--- src/rtl/pl_id_ex_reg.sv ---
// ID/EX pipeline register with bubble insertion and precise-exception capture.
//
// Ports
//   clk, rst            : clock, asynchronous active-high reset
//   stall, flush        : hold the stage / replace it with a bubble
//   *_id                : ID-stage instruction payload (valid, datapath, specifiers, control)
//   undefined_instr_ex  : ALU-control decode error for the instruction held in EX
//   exc_ack             : clears a captured exception
//   *_ex                : registered copies of the *_id payload
//   exc_pending, exc_pc : captured-exception flag and faulting PC
//   kill_ex             : combinational, valid_ex & undefined_instr_ex
module pl_id_ex_reg (
    input  logic        clk,
    input  logic        rst,
    input  logic        stall,
    input  logic        flush,
    input  logic        valid_id,
    input  logic [31:0] pc_plus4_id,
    input  logic [31:0] rd1_id,
    input  logic [31:0] rd2_id,
    input  logic [31:0] sign_imm_id,
    input  logic [4:0]  rs_id,
    input  logic [4:0]  rt_id,
    input  logic [4:0]  rd_id,
    input  logic [5:0]  funct_id,
    input  logic [1:0]  alu_op_id,
    input  logic        reg_write_id,
    input  logic        mem_to_reg_id,
    input  logic        mem_read_id,
    input  logic        mem_write_id,
    input  logic        alu_src_id,
    input  logic        reg_dst_id,
    input  logic        branch_id,
    input  logic        undefined_instr_ex,
    input  logic        exc_ack,
    output logic        valid_ex,
    output logic [31:0] pc_plus4_ex,
    output logic [31:0] rd1_ex,
    output logic [31:0] rd2_ex,
    output logic [31:0] sign_imm_ex,
    output logic [4:0]  rs_ex,
    output logic [4:0]  rt_ex,
    output logic [4:0]  rd_ex,
    output logic [5:0]  funct_ex,
    output logic [1:0]  alu_op_ex,
    output logic        reg_write_ex,
    output logic        mem_to_reg_ex,
    output logic        mem_read_ex,
    output logic        mem_write_ex,
    output logic        alu_src_ex,
    output logic        reg_dst_ex,
    output logic        branch_ex,
    output logic        exc_pending,
    output logic [31:0] exc_pc,
    output logic        kill_ex
);

    localparam int unsigned XLEN    = 32;
    localparam int unsigned REG_W   = 5;
    localparam int unsigned FUNCT_W = 6;
    localparam int unsigned ALUOP_W = 2;

    typedef struct packed {
        logic               valid;
        logic [XLEN-1:0]    pc_plus4;
        logic [XLEN-1:0]    rd1;
        logic [XLEN-1:0]    rd2;
        logic [XLEN-1:0]    sign_imm;
        logic [REG_W-1:0]   rs;
        logic [REG_W-1:0]   rt;
        logic [REG_W-1:0]   rd;
        logic [FUNCT_W-1:0] funct;
        logic [ALUOP_W-1:0] alu_op;
        logic               reg_write;
        logic               mem_to_reg;
        logic               mem_read;
        logic               mem_write;
        logic               alu_src;
        logic               reg_dst;
        logic               branch;
    } stage_t;

    // A bubble is the all-zero payload.
    localparam stage_t BUBBLE = '0;

    typedef enum logic {
        EXC_IDLE    = 1'b0,
        EXC_PENDING = 1'b1
    } exc_state_t;

    stage_t     id_stage;
    stage_t     ex_stage;
    exc_state_t exc_state;

    assign id_stage = '{
        valid:      valid_id,
        pc_plus4:   pc_plus4_id,
        rd1:        rd1_id,
        rd2:        rd2_id,
        sign_imm:   sign_imm_id,
        rs:         rs_id,
        rt:         rt_id,
        rd:         rd_id,
        funct:      funct_id,
        alu_op:     alu_op_id,
        reg_write:  reg_write_id,
        mem_to_reg: mem_to_reg_id,
        mem_read:   mem_read_id,
        mem_write:  mem_write_id,
        alu_src:    alu_src_id,
        reg_dst:    reg_dst_id,
        branch:     branch_id
    };

    // Decode errors only matter for a real instruction.
    assign kill_ex = ex_stage.valid & undefined_instr_ex;

    // Stage register: kill/flush beat stall, stall beats load.
    always_ff @(posedge clk or posedge rst) begin
        if (rst) begin
            ex_stage <= BUBBLE;
        end else if (kill_ex || flush) begin
            ex_stage <= BUBBLE;
        end else if (!stall) begin
            ex_stage <= id_stage;
        end
    end

    // Exception capture: first fault wins unless acknowledged on the same edge.
    always_ff @(posedge clk or posedge rst) begin
        if (rst) begin
            exc_state   <= EXC_IDLE;
            exc_pending <= 1'b0;
            exc_pc      <= '0;
        end else begin
            case (exc_state)
                EXC_IDLE: begin
                    if (kill_ex) begin
                        exc_state   <= EXC_PENDING;
                        exc_pending <= 1'b1;
                        exc_pc      <= XLEN'(ex_stage.pc_plus4 - XLEN'(4));
                    end
                end
                EXC_PENDING: begin
                    if (exc_ack && kill_ex) begin
                        exc_pc <= XLEN'(ex_stage.pc_plus4 - XLEN'(4));
                    end else if (exc_ack) begin
                        exc_state   <= EXC_IDLE;
                        exc_pending <= 1'b0;
                        exc_pc      <= '0;
                    end
                end
                default: begin
                    exc_state   <= EXC_IDLE;
                    exc_pending <= 1'b0;
                    exc_pc      <= '0;
                end
            endcase
        end
    end

    assign valid_ex      = ex_stage.valid;
    assign pc_plus4_ex   = ex_stage.pc_plus4;
    assign rd1_ex        = ex_stage.rd1;
    assign rd2_ex        = ex_stage.rd2;
    assign sign_imm_ex   = ex_stage.sign_imm;
    assign rs_ex         = ex_stage.rs;
    assign rt_ex         = ex_stage.rt;
    assign rd_ex         = ex_stage.rd;
    assign funct_ex      = ex_stage.funct;
    assign alu_op_ex     = ex_stage.alu_op;
    assign reg_write_ex  = ex_stage.reg_write;
    assign mem_to_reg_ex = ex_stage.mem_to_reg;
    assign mem_read_ex   = ex_stage.mem_read;
    assign mem_write_ex  = ex_stage.mem_write;
    assign alu_src_ex    = ex_stage.alu_src;
    assign reg_dst_ex    = ex_stage.reg_dst;
    assign branch_ex     = ex_stage.branch;

endmodule

--- config.mk ---
export PLATFORM = sky130hd
export DESIGN_NAME = pl_id_ex_reg
export DESIGN_NICKNAME = d
export VERILOG_FILES = /design/src/rtl/pl_id_ex_reg.sv
export SDC_FILE = /design/constraint.sdc
export NUM_CORES = 1
export LEC_CHECK = 0
export BUFFER_PORTS_ARGS = -buffer_cell sky130_fd_sc_hd__buf_2
export CAP_MARGIN = 20
export CELL_PAD_IN_SITES_DETAIL_PLACEMENT = 1
export CELL_PAD_IN_SITES_GLOBAL_PLACEMENT = 2
export CORE_MARGIN = 5
export CORE_UTILIZATION = 26
export DETAILED_ROUTE_END_ITERATION = 16
export PLACE_DENSITY = 0.74
export SYNTH_ARGS = -nofsm -noshare
export SYNTH_HDL_FRONTEND = slang
export SYNTH_SLANG_ARGS = --single-unit
--- constraint.sdc ---
create_clock -name clk -period 5.2 [get_ports clk]
set_input_delay 0.26 -clock clk [delete_from_list [all_inputs] [get_ports clk]]
set_output_delay 0.26 -clock clk [all_outputs]
set_load 0.03 [all_outputs]
==> results_dict.tcl, run 1 <==
set metrics [dict create \
    ys_ff_latch 193 \
    seqPwrFrac 0.443 \
    yosysMostFrequentCell "dfrtp_1" \
    yosys.area.top_type "dfrtp_1" \
    rsz0062_at_grt "no" \
    hold_path_class "input pin to flop" \
    outcome "finished clean" \
    p_sw_w 0.001225 \
    cts_root_buf "clkbuf_16" \
    p_int_w 0.002612 \
    cts_tree "built" \
    io_buffers 357 \
    setup_tns_ns 0 \
    clk_path_buf_depth 2 \
    yosysWarnings 0 \
    wirelength_um 26980 \
    grt_max_degree 160 \
    async_reset_ff_frac 1.000 \
    grt_usage 0.1524 \
    start_util 0.2646 \
    area_growth_pct 34.73 \
    htreeDepth 4 \
    cts_made_buffers 17 \
    finalMaxSlewViolations 0 \
    gp_congestion 0.7385 \
    syn_area_um2 8114 \
    path_max_fanout 6 \
    synth-edff-count 0 \
    timing.rr.end "exc_pc[30]" \
    synthTopCellsByArea "dfrtp_1 60%, mux2i_1 20%, nor2_1 7.7%" \
    synth_top_cell_area_share 0.5952 \
    cp-start-kind "flop" \
    drt-initial-drc-count 312 \
    drc 0 \
    r2r_cells 7 \
    clock_sinks 193 \
    grt_pass1_vias 7200 \
    postRouteAntennaNets 0 \
    critPathCaptureType "flop" \
    first_pass_iters 4 \
    r2r_slack_ns 3.09 \
    max_freq_ghz 0.4747 \
    antenna_found_initial 6 \
    yosysSeqAreaShare 0.5952 \
    skew_ns 0.01353 \
    syn_inst 713 \
    grt_pass1_wl_um 42920 \
    clkPwrFrac 0.352 \
    grt.overflow.total 0 \
    dieWidth_um 186.7 \
    io_pins 358 \
    die_y_um 186.7 \
    min_period_ns 2.107 \
    hold_viol 0 \
    min_period_over_period 0.4052 \
    drive_above_1_share 0.3757 \
    cap_violations 0 \
    p_per_area_nw_per_um2 351.0 \
    setup_viol 0 \
    max-vdd-ir-drop_v 0.0001689 \
    path_class "flop to flop" \
    cts.clk_slew.worst_paths_ns 0.08 \
    crit_path_end "exc_pc[30]" \
    num_rows 64 \
    syn_nets 879 \
    relSlewSlack 0.3264 \
    routed_via_density 4.486 \
    avgSynthCellArea_um2 11.38 \
    swShare 0.3193 \
    leakagePower_nw 6.058 \
    core_um2 30670 \
    dp_hpwl_um 19390 \
    synthFlopType "dfrtp_1" \
    synthTopCellsByCount "193 x dfrtp_1, 167 x nor2_1, 159 x mux2i_1" \
    r2r-start "pc_plus4_ex[2]" \
    clk_latency_ns 0.44 \
    required_ns 5.49 \
    wl_per_cell_um 18.47 \
    worst_pin_slew_ns 1.010 \
    arrival_ns 2.39 \
    cp-startpoint "pc_plus4_ex[2]" \
    p_total_w 0.003837 \
    ys_types 31 \
    nets 1217 \
    vias 6554 \
    pwr-share-comb 0.205 \
    die-area_um2 34840 \
]
## repair_timing
action / 4_1_cts / 5_1_grt
endpoints found under the hold margin: 22 / 0
buffers inserted: 0 / 0
gates resized for setup: 0 / 0
hold buffers: 1 / 0
## worst max-delay path: stages (launching register included)
cell and delay, ns:
dfrtp_1 0.43, inv_1 0.07, ha_1 0.20, nor2b_1 0.22, nand4b_1 0.36, nor4_1 0.42
xnor2_1 0.17, o21ai_0 0.09
## stage by stage
| stage | hold WS (ns) | cells | utilization | setup slack [ns] | area (um2) |
|---|---|---|---|---|---|
| final | 0.05924 | 1461 | 0.3564 | 3.093 | 10930 |
| after global routing | 0.03798 | 1460 | 0.3564 | 2.861 | 10930 |
| after CTS | 0.03249 | 1458 | 0.3562 | 3.021 | 10920 |
| after detailed placement | 0.3716 | 1427 | 0.3369 | 3.030 | 10330 |
| after global placement | 0.3711 | 1427 | 0.3369 | 3.066 | 10330 |
| after floorplan | 0.4130 | 713 | - | 2.450 | 8118 |
## flip-flops by register name, indices dropped and copies added, names as in the netlist, 2 cells and up
| signal | count |
|---|---|
| alu_op_ex | 2 |
| exc_pc | 32 |
| funct_ex | 6 |
| pc_plus4_ex | 32 |
| rd1_ex | 32 |
| rd2_ex | 32 |
| rd_ex | 5 |
| rs_ex | 5 |
| rt_ex | 5 |
| sign_imm_ex | 32 |
## power by group through the flow
stage | registers, W | logic, W | clock network (W)
floorplan | 0.00195 | 0.000279 | 0
global placement | 0.00172 | 0.000797 | 0
detailed placement | 0.00173 | 0.000803 | 0
CTS | 0.00170 | 0.000804 | 0.00142
global route | 0.00172 | 0.000854 | 0.00148
finish | 0.00170 | 0.000787 | 0.00135
## cells in the final DEF, fill, tap and decap left out, types with 2 or more instances in the layout
cell / synthesis / routed
a22o_1: 3 / 3
buf_12: 0 / 3
buf_2: 2 / 356
buf_4: 0 / 3
bufinv_16: 0 / 2
clkbuf_16: 0 / 17
clkbuf_8: 0 / 3
clkinvlp_4: 0 / 4
dfrtp_1: 193 / 193
diode_2: 0 / 3
inv_1: 4 / 3
inv_6: 0 / 4
mux2i_1: 159 / 159
nand2_1: 40 / 40
nand3_1: 2 / 2
nor2_1: 167 / 167
nor2b_1: 2 / 2
nor3_1: 8 / 8
nor4_1: 12 / 12
o21ai_0: 25 / 25
o21ai_1: 2 / 2
or3_1: 7 / 7
or4_1: 3 / 3
xnor2_1: 22 / 22
xor2_1: 5 / 5
## routing by layer
metal / up-vias / share of wire / GRT usage / wire length [um]
met2: 188 / 0.51 / 0.2632 / 13720
met5: - / 0.0017 / 0 / 47
li1: 3051 / - / - / -
met3: 20 / 0.074 / 0.06072 / 1990
met1: 3289 / 0.41 / 0.1787 / 10990
met4: 6 / 0.0087 / 0.03503 / 234
## area by class of cell
class | count | area [um2]
Tap cell | 396 | 495.5
Antenna cell | 3 | 7.507
Fill cell | 3539 | 19740
Multi-Input combinational cell | 471 | 3109
Inverter | 4 | 18.77
Clock inverter | 10 | 126.4
Sequential cell | 193 | 4830
Clock buffer | 20 | 456.7
Timing Repair Buffer | 364 | 1888
## kinds of logic after synthesis
group,after synthesis,synth area share
AND/OR/NAND/NOR,248,0.1298
flip-flops,193,0.5952
multiplexers,159,0.1961
buffers and inverters,49,0.02298
AO/OA/AOI/OAI,36,0.02514
XOR/XNOR,27,0.02914
adder cells (fa/ha/maj),1,0.001542
## how the worst min path moves through the flow
stage                            start            to  slack [ns]  depth (start not counted)
after floorplan           alu_op_id[0]  alu_op_ex[0]        0.41                          2
after global placement             rst      rs_ex[2]        0.37                          2
after global routing        rd2_id[30]    rd2_ex[30]        0.04                          3
after detailed placement           rst      rs_ex[2]        0.37                          2
after CTS                    rd1_id[0]     rd1_ex[0]        0.03                          3
final                      mem_read_id   mem_read_ex        0.06                          3
Power figures use the tool's default switching activity.
==> run 2, diff against run 1 <==
--- a/config.mk
+++ b/config.mk
@@ -10,9 +10,9 @@
 export CELL_PAD_IN_SITES_DETAIL_PLACEMENT = 1
 export CELL_PAD_IN_SITES_GLOBAL_PLACEMENT = 2
 export CORE_MARGIN = 5
-export CORE_UTILIZATION = 26
+export CORE_UTILIZATION = 28
 export DETAILED_ROUTE_END_ITERATION = 16
-export PLACE_DENSITY = 0.74
+export PLACE_DENSITY = 0.76
 export SYNTH_ARGS = -nofsm -noshare
 export SYNTH_HDL_FRONTEND = slang
 export SYNTH_SLANG_ARGS = --single-unit
==> constraint.sdc (replaced) <==
create_clock -name clk -period 2.06 [get_ports clk]
set_input_delay 0.103 -clock clk [delete_from_list [all_inputs] [get_ports clk]]
set_output_delay 0.103 -clock clk [all_outputs]
set_load 0.03 [all_outputs]
==> run 2 against run 1 <==
Net effect:
- combinational power increased to 3.0 times the previous value
- total power increased to 2.6 times the previous value
- count of clock-buffer cells in the layout decreased by 3
- global-route usage increased by 3.0 points
- clock skew increased by 0.0036 ns
- via count increased by 13%
- largest cell class unchanged
- largest power group unchanged
==> results_dict.tcl, run 2 (synthesis gave the netlist of run 1 again) <==
set metrics [dict create \
    required_ns 2.37 \
    min_period_ns 1.903 \
    antenna_found_initial 0 \
    arrival_ns 2.22 \
    drt-initial-drc-count 252 \
    core_um2 28630 \
    setup_viol 0 \
    relSlewSlack 0.6704 \
    n_fill_cell 3228 \
    outcome "finished clean" \
    wirelength_um 29950 \
    hold_ws_ns 0.02964 \
    io_pins 358 \
    rsz0062_at_grt "no" \
    grt.overflow.total 0 \
    max-vdd-ir-drop_v 0.0005377 \
    setup_tns_ns 0 \
    routed_via_density 4.546 \
    cts_tree "built" \
    layout_common_cells "356 x buf_2, 193 x dfrtp_1, 167 x nor2_1" \
    postRouteAntennaNets 0 \
    cts_made_buffers 17 \
    skew_ns 0.01713 \
    finalMaxSlewViolations 0 \
    vias 7423 \
    drc 0 \
    die_y_um 180.2 \
    worst_pin_slew_ns 0.4944 \
    grt_pass1_wl_um 47900 \
    area_growth_pct 57.38 \
    final_common_cell "buf_2" \
    dieWidth_um 180.2 \
    critPathCaptureType "flop" \
    cp-start-kind "flop" \
    cts_root_buf "clkbuf_16" \
    max_freq_ghz 0.5254 \
    nets 1403 \
    cts.clk_slew.worst_paths_ns 0.07 \
    hold_path_class "input pin to flop" \
    gp_congestion 0.7522 \
    dpl_worst_slack_ns 0.02582 \
    num_rows 62 \
    clock_sinks 193 \
    grt_max_degree 85 \
    dp_hpwl_um 20300 \
    clk_latency_ns 0.43 \
    leakagePower_nw 6.875 \
    grt_pass1_vias 8407 \
    hold_viol 0 \
    path_class "flop to flop" \
    io_buffers 357 \
    cap_violations 0 \
    p_per_area_nw_per_um2 771.5 \
    worst_slack_ns 0.1568 \
    first_pass_iters 4 \
    regArea_um2 4830 \
    min_period_over_period 0.9239 \
    die-area_um2 32480 \
    grt_usage 0.1824 \
    wl_per_cell_um 18.34 \
    multi_input_area_um2 3146 \
    htreeDepth 4 \
    path_max_fanout 10 \
    drive_above_1_share 0.3483 \
    n_antenna_cell 0 \
    start_util 0.2835 \
    clk_path_buf_depth 2 \
]
[run 2: what timing repair did]
| item | 4_1_cts | 5_1_grt |
|---|---|---|
| setup buffers | 0 | 0 |
| hold buffers | 161 | 0 |
| resized for setup | 0 | 8 |
| endpoints found under the hold margin | 353 | 0 |
| setup endpoints to repair | 0 | 12 |
[run 2: path summary, 6_finish.rpt]
| kind | from | to | slack, ns | cells after the start |
|---|---|---|---|---|
| setup / recovery | pc_plus4_ex[18] | exc_pc[29] | 0.16 | 5 |
| hold / removal | flush | pc_plus4_ex[8] | 0.03 | 3 |
| setup reg to reg | pc_plus4_ex[18] | exc_pc[29] | 0.16 | 5 |
| hold reg to reg | exc_pc[8] | exc_pc[8] | 0.48 | 1 |
| max in group asynchronous | rst | exc_pc[11] | 1.18 | 4 |
| min in group asynchronous | rst | rd2_ex[9] | 0.15 | 3 |
[run 2: per-stage QoR]
stage / cell area (um2) / power [W] / std cells / utilization
floorplan: 8118 / 0.005630 / 713 / -
global placement: 10570 / 0.006409 / 1441 / 0.3694
detailed placement: 10570 / 0.006453 / 1441 / 0.3694
CTS: 12730 / 0.009982 / 1633 / 0.4448
global route: 12770 / 0.01036 / 1633 / 0.4461
finish: 12770 / 0.009851 / 1633 / 0.4461
[run 2: per-layer routing]
| metal | GRT usage | wire, um | share of wire |
|---|---|---|---|
| met1 | 0.2117 | 12020 | 0.40 |
| met2 | 0.3267 | 15470 | 0.52 |
| met3 | 0.04542 | 1508 | 0.050 |
| met4 | 0.06564 | 951 | 0.032 |
| met5 | 0 | 0 | 0 |
[run 2: area by class of cell]
class	count	share of cell area
Multi-Input combinational cell	471	0.2463
Clock buffer	17	0.03331
Inverter	4	0.001470
Sequential cell	193	0.3782
Tap cell	384	0.03763
Clock inverter	14	0.009602
Timing Repair Buffer	550	0.2935
[run 2: report_power, final]
part / internal (W) / total (W) / switching, W / leakage [nW]
sequential: 0.00408 / 0.00428 / 0.000199 / 2.58
clock: 0.00159 / 0.00322 / 0.00163 / 0.268
combinational: 0.000907 / 0.00235 / 0.00145 / 4.03
[run 2: worst max-delay path, stage by stage (launching register included)]
cell	delay [ns]
dfrtp_1	0.39
or4_4	0.63
or3_1	0.35
nor4_2	0.19
xnor2_1	0.18
o21ai_2	0.07
==> run 3, diff against run 2 <==
--- a/config.mk
+++ b/config.mk
@@ -12,7 +12,7 @@
 export CORE_MARGIN = 5
 export CORE_UTILIZATION = 28
 export DETAILED_ROUTE_END_ITERATION = 16
-export PLACE_DENSITY = 0.76
+export PLACE_DENSITY_LB_ADDON = 0.1
 export SYNTH_ARGS = -nofsm -noshare
 export SYNTH_HDL_FRONTEND = slang
 export SYNTH_SLANG_ARGS = --single-unit
==> run 3 against run 2 <==
Net effect:
- sequential share of layout area fell by 0.31 points
- critical path depth rose by 2
- clock skew fell by 0.0034 ns
- fmax is 1.8% higher
- setup slack gained 0.034 ns
- register-to-register slack better by 0.03 ns
- total power rose by 0.87%
- wire length down 3.2%
- non-clock buffer count increased by 8
- via count is 1.9% lower
==> results_dict.tcl, run 3 (synthesis gave the netlist of run 1 again) <==
set metrics [dict create \
    cap_violations 0 \
    drt-initial-drc-count 260 \
    vias 7285 \
    cts.clk_slew.worst_paths_ns 0.07 \
    r2r-start "pc_plus4_ex[2]" \
    dp_hpwl_um 20680 \
    max-vdd-ir-drop_v 0.0004450 \
    multi_input_area_um2 3134 \
    crit_buf_inv 1 \
    leakagePower_nw 6.941 \
    required_ns 2.40 \
    grt_usage 0.1781 \
    clk_path_buf_depth 2 \
    timing.rr.end "exc_pc[12]" \
    dpl_cell_area_um2 10660 \
    cts_tree "built" \
    grt_pass1_vias 8247 \
    hold_viol 0 \
    p_per_area_nw_per_um2 771.8 \
    min_from "undefined_instr_ex" \
    cp-start-kind "flop" \
    hold_ws_ns 0.05308 \
    outcome "finished clean" \
    r2r_cells 7 \
    clock_sinks 193 \
    gp_congestion 0.7368 \
    max_freq_ghz 0.5351 \
    wl_per_cell_um 17.65 \
    die_y_um 180.2 \
    skew_ns 0.01370 \
    dpl_worst_slack_ns 0.08314 \
    n_fill_cell 3239 \
    regArea_um2 4830 \
    finalMaxSlewViolations 0 \
    worst_pin_slew_ns 0.5658 \
    routed_via_density 4.434 \
    io_pins 358 \
    critPathCaptureType "flop" \
    grt_max_degree 98 \
    area_growth_pct 58.67 \
    rsz0062_at_grt "yes" \
    postLayoutCellArea_um2 12870 \
    wirelength_um 29000 \
    worst_slack_ns 0.1911 \
    cts_root_buf "clkbuf_16" \
    dieWidth_um 180.2 \
    setup_tns_ns 0 \
    final_common_cell "buf_2" \
    min_period_over_period 0.9072 \
    holdPathStages 3 \
    cpPeakStageDelay_ns 0.44 \
    clk_latency_ns 0.43 \
    start_util 0.2835 \
    postRouteAntennaNets 0 \
    nets 1411 \
    relSlewSlack 0.6228 \
    drc 0 \
    cts_made_buffers 17 \
    die-area_um2 32480 \
    first_pass_iters 4 \
    core_um2 28630 \
    drive_above_1_share 0.3498 \
    layout_common_cells "356 x buf_2, 193 x dfrtp_1, 167 x nor2_1" \
    antenna_found_initial 1 \
    crit_family "simple AND/OR/NAND/NOR gates" \
    arrival_ns 2.21 \
    htreeDepth 4 \
    path_max_fanout 6 \
    grt.overflow.total 0 \
    min_to "exc_state" \
    num_rows 62 \
    crit_chain "inv_1, ha_1, nor2b_2, nand2_1, or4_1, xor2_1, o21ai_0" \
    grt_pass1_wl_um 46910 \
    setup_viol 0 \
    io_buffers 357 \
    r2r_slack_ns 0.19 \
    hold_path_class "input pin to flop" \
    path_class "flop to flop" \
    min_period_ns 1.869 \
    crit_slowest_cell "dfrtp_1" \
]
==> run 3: area by class of cell <==
class	count	area share
multi-input combinational	471	0.2434
tap	384	0.03732
inverter	4	0.001458
sequential	193	0.3751
clock buffer	18	0.03333
timing repair buffer	558	0.2977
clock inverter	14	0.01147
antenna	1	0.0001944
==> run 3: per-stage QoR <==
step                instances  total power [W]  utilization
global route             1642          0.01043       0.4497
detailed placement       1449         0.006491       0.3724
finish                   1643         0.009937       0.4498
CTS                      1642          0.01010       0.4488
global placement         1449         0.006476       0.3724
floorplan                 713         0.005630            -
==> run 3: power breakdown <==
group | total [W] | switching, W | leakage (nW) | internal, W
registers | 0.00427 | 0.000188 | 2.58 | 0.00408
clock network | 0.00330 | 0.00168 | 0.283 | 0.00162
logic | 0.00237 | 0.00144 | 4.08 | 0.000928
total | 0.00994 | 0.00331 | 6.94 | 0.00663
==> run 3: how the worst max path moves through the flow <==
stage	start	to	slack [ns]	cells past startpoint
final	pc_plus4_ex[2]	exc_pc[12]	0.19	7
after global routing	pc_plus4_ex[8]	exc_pc[17]	0.0009	6
after global placement	pc_plus4_ex[18]	exc_pc[22]	0.10	5
after CTS	pc_plus4_ex[22]	exc_pc[31]	0.08	6
after detailed placement	pc_plus4_ex[18]	exc_pc[21]	0.08	5
after floorplan	rst	alu_op_ex[0]	-0.53	1
==> run 3: worst reg2reg max path, delay by kind of cell (launching register included) <==
family | cells | cell delay, ns
AOI/OAI and AO/OA | 1 | 0.13
adders and majority gates | 1 | 0.20
and+or+nand+nor | 3 | 0.79
xor gates and xnor gates | 1 | 0.15
DFF | 1 | 0.44
buffers and inverters | 1 | 0.08
==> run 3: repair_timing <==
action,4_1_cts,5_1_grt
endpoints found under the hold margin,354,0
hold buffers,161,0
resized for setup,0,5
setup buffers,0,0
setup endpoints to repair,0,7
==> run 3: routing by layer <==
layer / global-route usage / wire length, um / vias up
li1: - / - / 3457
met1: 0.2154 / 11930 / 3583
met2: 0.3070 / 14460 / 218
met3: 0.05874 / 2073 / 27
met4: 0.04628 / 546 / 0
met5: 0 / 0 / -
